## config.mk

```make
export PLATFORM = sky130hd
export DESIGN_NAME = mem_port_arbiter
export DESIGN_NICKNAME = d
export VERILOG_FILES = /design/src/rtl/mem_port_arbiter.sv
export SDC_FILE = /design/constraint.sdc
export NUM_CORES = 1
export LEC_CHECK = 0
export ABC_AREA = 1
export CORE_AREA = 2 2 188 190
export DETAILED_ROUTE_END_ITERATION = 10
export DIE_AREA = 0 0 190 192
export SLEW_MARGIN = 20
export SYNTH_ARGS = -nofsm -noshare
export SYNTH_HDL_FRONTEND = slang
export SYNTH_SLANG_ARGS = --single-unit
```

## constraint.sdc

```tcl
create_clock -name CLK -period 3.8 [get_ports CLK]
set_input_delay 0.38 -clock CLK [delete_from_list [all_inputs] [get_ports CLK]]
set_output_delay 0.38 -clock CLK [all_outputs]
set_load 0.01 [all_outputs]
```

## src/rtl/mem_port_arbiter.sv

```systemverilog
// Two-requester round-robin arbiter in front of a single-port memory.
// An in-order owner-tag FIFO routes each memory response back to the port that issued it.
module mem_port_arbiter #(
  parameter int OP_WIDTH  = 68,
  parameter int TAG_DEPTH = 2,
  parameter int CNT_WIDTH = 32
) (
  input  logic                 CLK,
  input  logic                 RST_N,
  input  logic                 p0_put_valid,
  output logic                 p0_put_ready,
  input  logic [OP_WIDTH-1:0]  p0_put_request,
  input  logic                 p0_get_valid,
  output logic                 p0_get_ready,
  output logic [OP_WIDTH-1:0]  p0_get_response,
  input  logic                 p1_put_valid,
  output logic                 p1_put_ready,
  input  logic [OP_WIDTH-1:0]  p1_put_request,
  input  logic                 p1_get_valid,
  output logic                 p1_get_ready,
  output logic [OP_WIDTH-1:0]  p1_get_response,
  output logic                 mem_put_valid,
  input  logic                 mem_put_ready,
  output logic [OP_WIDTH-1:0]  mem_put_request,
  output logic                 mem_get_valid,
  input  logic                 mem_get_ready,
  input  logic [OP_WIDTH-1:0]  mem_get_response,
  output logic [CNT_WIDTH-1:0] p0_grant_count,
  output logic [CNT_WIDTH-1:0] p1_grant_count,
  output logic                 protocol_error
);

  localparam int PW = (TAG_DEPTH > 1) ? $clog2(TAG_DEPTH) : 1;
  localparam int CW = $clog2(TAG_DEPTH) + 1;
  localparam logic [CW-1:0] FULL_CNT = CW'(TAG_DEPTH);

  logic                 tag_q [TAG_DEPTH];
  logic [PW-1:0]        wr_ptr_q, wr_ptr_d;
  logic [PW-1:0]        rd_ptr_q, rd_ptr_d;
  logic [CW-1:0]        count_q, count_d;
  logic                 last_grant_q, last_grant_d;
  logic [CNT_WIDTH-1:0] p0_cnt_q, p0_cnt_d;
  logic [CNT_WIDTH-1:0] p1_cnt_q, p1_cnt_d;
  logic                 err_q, err_d;

  logic empty, full, head, gnt_any, gnt_id, can_push, push, pop;

  always_comb begin
    empty   = (count_q == '0);
    full    = (count_q == FULL_CNT);
    head    = tag_q[rd_ptr_q];
    gnt_any = p0_put_valid | p1_put_valid;
    // On a tie the port that did not win last time goes next.
    if (p0_put_valid && p1_put_valid) gnt_id = ~last_grant_q;
    else                              gnt_id = p1_put_valid;
  end

  // Every handshake output is gated by RST_N so it drops the instant reset asserts.
  always_comb begin
    mem_get_valid   = RST_N && !empty && (head ? p1_get_valid : p0_get_valid);
    p0_get_ready    = RST_N && !empty && !head && mem_get_ready;
    p1_get_ready    = RST_N && !empty &&  head && mem_get_ready;
    p0_get_response = mem_get_response;
    p1_get_response = mem_get_response;
    pop             = mem_get_valid && mem_get_ready;
    can_push        = !full || pop;
    mem_put_valid   = RST_N && gnt_any && can_push;
    mem_put_request = gnt_id ? p1_put_request : p0_put_request;
    p0_put_ready    = mem_put_valid && !gnt_id && mem_put_ready;
    p1_put_ready    = mem_put_valid &&  gnt_id && mem_put_ready;
    push            = mem_put_valid && mem_put_ready;
  end

  always_comb begin
    wr_ptr_d     = wr_ptr_q;
    rd_ptr_d     = rd_ptr_q;
    count_d      = count_q;
    last_grant_d = last_grant_q;
    p0_cnt_d     = p0_cnt_q;
    p1_cnt_d     = p1_cnt_q;
    err_d        = err_q | (mem_get_ready && empty);
    if (push) begin
      wr_ptr_d     = wr_ptr_q + PW'(1);
      last_grant_d = gnt_id;
      if (gnt_id) p1_cnt_d = p1_cnt_q + CNT_WIDTH'(1);
      else        p0_cnt_d = p0_cnt_q + CNT_WIDTH'(1);
    end
    if (pop) rd_ptr_d = rd_ptr_q + PW'(1);
    case ({push, pop})
      2'b10:   count_d = count_q + CW'(1);
      2'b01:   count_d = count_q - CW'(1);
      default: count_d = count_q;
    endcase
  end

  always_ff @(posedge CLK or negedge RST_N) begin
    if (!RST_N) begin
      wr_ptr_q     <= '0;
      rd_ptr_q     <= '0;
      count_q      <= '0;
      last_grant_q <= 1'b1;
      p0_cnt_q     <= '0;
      p1_cnt_q     <= '0;
      err_q        <= 1'b0;
    end else begin
      wr_ptr_q     <= wr_ptr_d;
      rd_ptr_q     <= rd_ptr_d;
      count_q      <= count_d;
      last_grant_q <= last_grant_d;
      p0_cnt_q     <= p0_cnt_d;
      p1_cnt_q     <= p1_cnt_d;
      err_q        <= err_d;
    end
  end

  // Tag storage needs no reset: entries are only read while count_q says they are valid.
  always_ff @(posedge CLK) begin
    if (push) tag_q[wr_ptr_q] <= gnt_id;
  end

  assign p0_grant_count = p0_cnt_q;
  assign p1_grant_count = p1_cnt_q;
  assign protocol_error = err_q;

endmodule

```

Word-level counts from Yosys, hierarchy flattened
Memories as Yosys holds them, arrays and structs flattened.
Index checks and enable logic that the tools add are counted.
{"block": "totals", "word_cells": 52, "ram_bits": 2, "output_inout_bits": 275, "mem_count": 1, "regBits": 70, "inputBits": 212}
{"block": "classes", "addsub": 6, "mux": 6, "eq_ne": 3, "n_bitwise": 4, "n_reduce_logical": 25}
{"memory": "tag_q", "words": 2, "word_bits": 1, "rd": 1, "rd_clocked_by_memory_dff": 0, "wr": 1, "line_no": "37", "source": "logic tag_q [TAG_DEPTH];"}
{"op": "two-way mux 68 bit", "n": 1}
{"op": "adder 32 x 1 -> 32 bit (second input constant)", "n": 2}
{"op": "logical AND 1 bit", "n": 16}
{"op": "equality test 2 bit (second input constant)", "n": 2}
{"op": "logical NOT 1 bit", "n": 4}
{"op": "two-way mux 1 bit", "n": 4}
{"op": "case mux 2 bit (2 select lines)", "n": 1}
{"op": "AND reduction 2 bit", "n": 2}
{"op": "adder 1 bit (second input constant)", "n": 2}
{"op": "adder 2 x 1 -> 2 bit (second input constant)", "n": 1}
{"op": "equality test 2 x 1 -> 1 bit (second input constant)", "n": 1}
{"op": "logical NOT 2 bit", "n": 1}
{"op": "NOT 1 bit", "n": 2}
{"op": "bitwise OR 1 bit", "n": 2}
{"op": "nonzero test 2 bit", "n": 1}
{"op": "subtractor 2 x 1 -> 2 bit (second input constant)", "n": 1}
{"op": "logical OR 1 bit", "n": 1}

Depth between registers and ports, before layout
{"block": "depth", "ltp_word": 10, "mapped_depth": 12, "mapped_depth_nobuf": 12}

Worst setup path after synthesis
No wires, ideal clock.
{"block": "synth_path", "kind": "reg-to-reg", "from": "register rd_ptr_q", "to": "register count_q[1]", "path_stages_with_launch": 13, "setup_ps": 131, "period_less_slack_ps": 1988, "slack_ps": 1812, "arrival_time_ps": 1857, "cell_sequence": "dfrtp_1 inv_1 nand2_1 nand3_1 nand4_4 nand2_2 nand2_1 nor2_1 inv_1 ha_1 a21oi_1 o21ai_0 xor2_1"}
{"block": "synth_between", "elab_chain_len": 9, "word_cells_on_any_way": 11, "cone_classes": "eq/ne: 2; mux: 2; reduce/logical: 6; memory: 1"}
{"item": "start: declaration", "line_no": "39", "source": "logic [PW-1:0] rd_ptr_q, rd_ptr_d;"}
{"item": "start signal: assignment", "line_no": "107", "source": "rd_ptr_q <= rd_ptr_d;"}
{"item": "memory read (2 x 1 bit) *"}
{"item": "two-way mux 1 bit *", "line_no": "60", "source": "mem_get_valid = RST_N && !empty && (head ? p1_get_valid : p0_get_valid);"}
{"item": "logical AND 1 bit *", "line_no": "60"}
{"item": "logical AND 1 bit *", "line_no": "65", "source": "pop = mem_get_valid && mem_get_ready;"}
{"item": "logical OR 1 bit", "line_no": "66", "source": "can_push = !full || pop;"}
{"item": "logical AND 1 bit", "line_no": "67", "source": "mem_put_valid = RST_N && gnt_any && can_push;"}
{"item": "logical AND 1 bit", "line_no": "71", "source": "push = mem_put_valid && mem_put_ready;"}
{"item": "equality test 2 x 1 -> 1 bit / equality test 2 bit (equally long branches)", "line_no": "89", "source": "case ({push, pop})"}
{"item": "case mux 2 bit (2 select lines) / nonzero test 2 bit (equally long branches)"}
{"item": "end signal: assignment", "line_no": "108", "source": "count_q <= count_d;"}
{"item": "end: declaration", "line_no": "40", "source": "logic [CW-1:0] count_q, count_d;"}
Every way passes the cells marked *; elsewhere a longest branch is shown, timed or not.
A chain may end at the register's enable or synchronous reset.

Final worst setup path
{"block": "layout_path", "from": "input port RST_N", "to": "output port p1_put_ready"}
{"block": "layout_between", "elab_chain_len": 7, "word_cells_on_any_way": 8, "cone_classes": "reduce/logical: 8"}
{"item": "start: declaration", "line_no": "9", "source": "input logic RST_N,"}
{"item": "logical AND 1 bit (2 in series)", "line_no": "60"}
{"item": "logical AND 1 bit", "line_no": "65"}
{"item": "logical OR 1 bit", "line_no": "66"}
{"item": "logical AND 1 bit *", "line_no": "67"}
{"item": "logical AND 1 bit * (2 in series)", "line_no": "70", "source": "p1_put_ready = mem_put_valid && gnt_id && mem_put_ready;"}
{"item": "end: declaration", "line_no": "17", "source": "output logic p1_put_ready,"}
Marked as above.

==> impl_metrics.toml <==
[run_status]
outcome = "complete, no violations"

[synthesis]
ys_seq_elements = 72
yosysSeqAreaShare_pct = 25.9
yosysWarningCount = 0
syn_nets = 1391
syn_inst = 1176
synth_area_sq_mm = 0.00699
postSynthAreaPerCell_sq_um = 5.94
synth_cell_types = 31

[floorplan]
die_w_microns = 190
dieArea_sq_mm = 0.0365
num_rows = 68
core_sq_mm = 0.0343
pin_count = 487
initial_core_util_pct = 20.4
die_h_microns = 192

[timing]
hold_viol_final = 0
min_period_ns = 3.31
holdWs_ns = 0.459
setup_viol = 0
slew_violations = 0
slew_headroom_pct = 30.5
final.period_utilization_pct = 87.0
worst_pin_slew_ns = 1.04
clock.fmax_mhz = 302
rsz0062_at_grt = "false"
skew_ns = 0.0114
setup_tns_ns = 0
timing.final.ws_setup_ns = 0.494

[finish]
stdcell_area_sq_mm = 0.00960
most-common-layout-cells = "517 x nand2_1, 280 x clkdlybuf4s50_1, 128 x nor2_1, 102 x nand4_1, 101 x inv_1"
area_delta_synth_final_pct = 37.4
nFillCells = 3805
regArea_sq_mm = 0.00181
drive_gt1_share_pct = 3.06
multiInputGateArea_sq_mm = 0.00354
final_common_cell = "nand2_1"
nets = 1517
postLayoutCoreUtil_pct = 28.0

[placed_design]
placed_area_sq_mm = 0.00923
place_ws_ns = 0.881
dp_hpwl_microns = 26500
portBuffers = 282
gp_congestion = 0.865

[worst_setup_path]
critPathRequiredTime_ns = 3.42
endpoint_kind = "output port"
arrival_ns = 2.93
reg2reg_from = "rd_ptr_q"
cp_max_fo = 35
critPathLaunchType = "primary input"
crit_type = "primary input to output port"
cp-startpoint = "RST_N"
rrSetupSlack_ns = 1.23

[route]
antenna_left = 0
routedWlPerCell_microns = 18.4
vias = 7692
via_per_inst = 4.36
drc = 0
drt_iter0_drc = 433
drt_wl_total_microns = 32500
first_pass_iters = 5

[clock_network]
cts_resized = 0
clk_latency_ns = 0.35
cts.clk_slew.worst_paths_ns = 0.06
cts_tree = "done"
cts_buffers = 9
clock_path_buffers = 2
h-tree-depth = 3
cts_root_buf = "clkbuf_16"
cts.sinks = 72

[global_routing]
antenna_found_initial = 6
grt_use_total_pct = 17.2
first_global_vias = 7279
grt_start_max_net_pins = 97
overflow = 0
grt_pass1_wl_microns = 46400

[run]
maxCapViolations = 0

[power]
vdd_drop_max_v = 0.000207
p_leak_nw = 4.12
pwr_density_cell_mw_per_mm2 = 338

[worst_hold_path]
hp-class = "primary input to flip-flop"
worstHoldStart = "mem_put_ready"
[worst max-delay path, cell delays in order]
cell	delay (ns)
dlygate4sd3_1	0.58
buf_2	0.24
inv_1	0.10
nor2_4	0.15
nand4_4	0.17
nand2_2	0.11
buf_4	0.35
nand4_1	0.17
inv_1	0.12
clkdlybuf4s50_1	0.54
[per-stage QoR]
step / power (W) / std cells
final: 0.00325 / 1766
after global routing: 0.00344 / 1766
after CTS: 0.00329 / 1762
after detailed placement: 0.00226 / 1745
after global placement: 0.00226 / 1745
after floorplan: 0.00169 / 1176
[synth_stat cells]
cell,count,area [sq um]
xor2_1,4,35.0
nor2_1,128,480
nor2_2,2,12.5
nand4_2,1,12.5
a21o_1,1,7.51
ha_1,3,37.5
nand2_1,518,1940
dfstp_2,1,26.3
nand2_2,1,6.26
nand3_1,40,200
nand4_1,102,638
and2_1,1,6.26
buf_4,136,1020
dfrtp_1,69,1730
clkbuf_1,18,67.6
buf_2,17,85.1
clkinv_1,1,3.75
and3_1,1,6.26
buf_1,4,15.0
buf_6,6,67.6
edfxtp_1,2,60.1
nand4_4,1,21.3
nor3_1,6,30.0
a21oi_1,1,5.00
o21ai_0,1,5.00
inv_1,102,383
o21ai_1,1,5.00
a21oi_4,1,16.3
xnor2_1,5,43.8
nor2_4,1,11.3
o22ai_1,1,6.26
[flip-flops by register name, indices dropped and copies added, names as in the netlist]
name,cells
count_q,2
last_grant_q,1
p0_grant_count,32
p1_grant_count,32
protocol_error,1
rd_ptr_q,1
tag_q,2
wr_ptr_q,1
[power breakdown]
group          total, W  switching, W  internal (W)
combinational   0.00131      0.000721      0.000591
clock           0.00101      0.000352      0.000660
sequential     0.000924     0.0000850      0.000839
[metal layers]
layer  vias to the layer above  share of wire [%]  track usage [%]  wire length, microns
li1                       3812                  -                -                     -
met1                      3508                 40             19.9                 13000
met2                       340                 50             29.6                 16200
met3                        32                8.1             5.97                  2640
met4                         0                1.7             5.46                   565
met5                         -                  0                0                     0
[kinds of logic (layout without fill, tap and decap cells)]
logic type | Yosys count | count (layout) | synth area share, %
AND/OR/NAND/NOR | 802 | 802 | 48.2
buffers and inverters | 284 | 415 | 23.5
flip-flops | 72 | 72 | 25.9
XOR/XNOR | 9 | 9 | 1.13
AO/OA/AOI/OAI | 6 | 6 | 0.645
adder cells (fa/ha/maj) | 3 | 3 | 0.537
other | 0 | 4 | 0
[worst paths after layout]
kind / cells past startpoint / end
min reg2reg: 2 / last_grant_q
min in group asynchronous: 2 / wr_ptr_q
max in group asynchronous: 3 / p0_grant_count[0]
min: 5 / wr_ptr_q
max: 10 / p1_put_ready
max reg2reg: 13 / count_q[1]
[area by class of cell]
type | instances | share of cell area (%)
multi-input cells | 820 | 36.9
repair buffers | 296 | 30.6
flip-flops and latches | 72 | 18.9
well taps | 455 | 5.93
inverters | 103 | 4.04
clock buffers | 11 | 2.53
clock inverters | 5 | 1.08
diodes | 4 | 0.104
[repair_timing]
| action | CTS | global route |
|---|---|---|
| hold buffers | 1 | 0 |
| endpoints found under the setup margin | 0 | 0 |
| buffers inserted | 0 | 0 |
| endpoints found under the hold margin | 5 | 0 |
(Power assumes the default switching activity.)
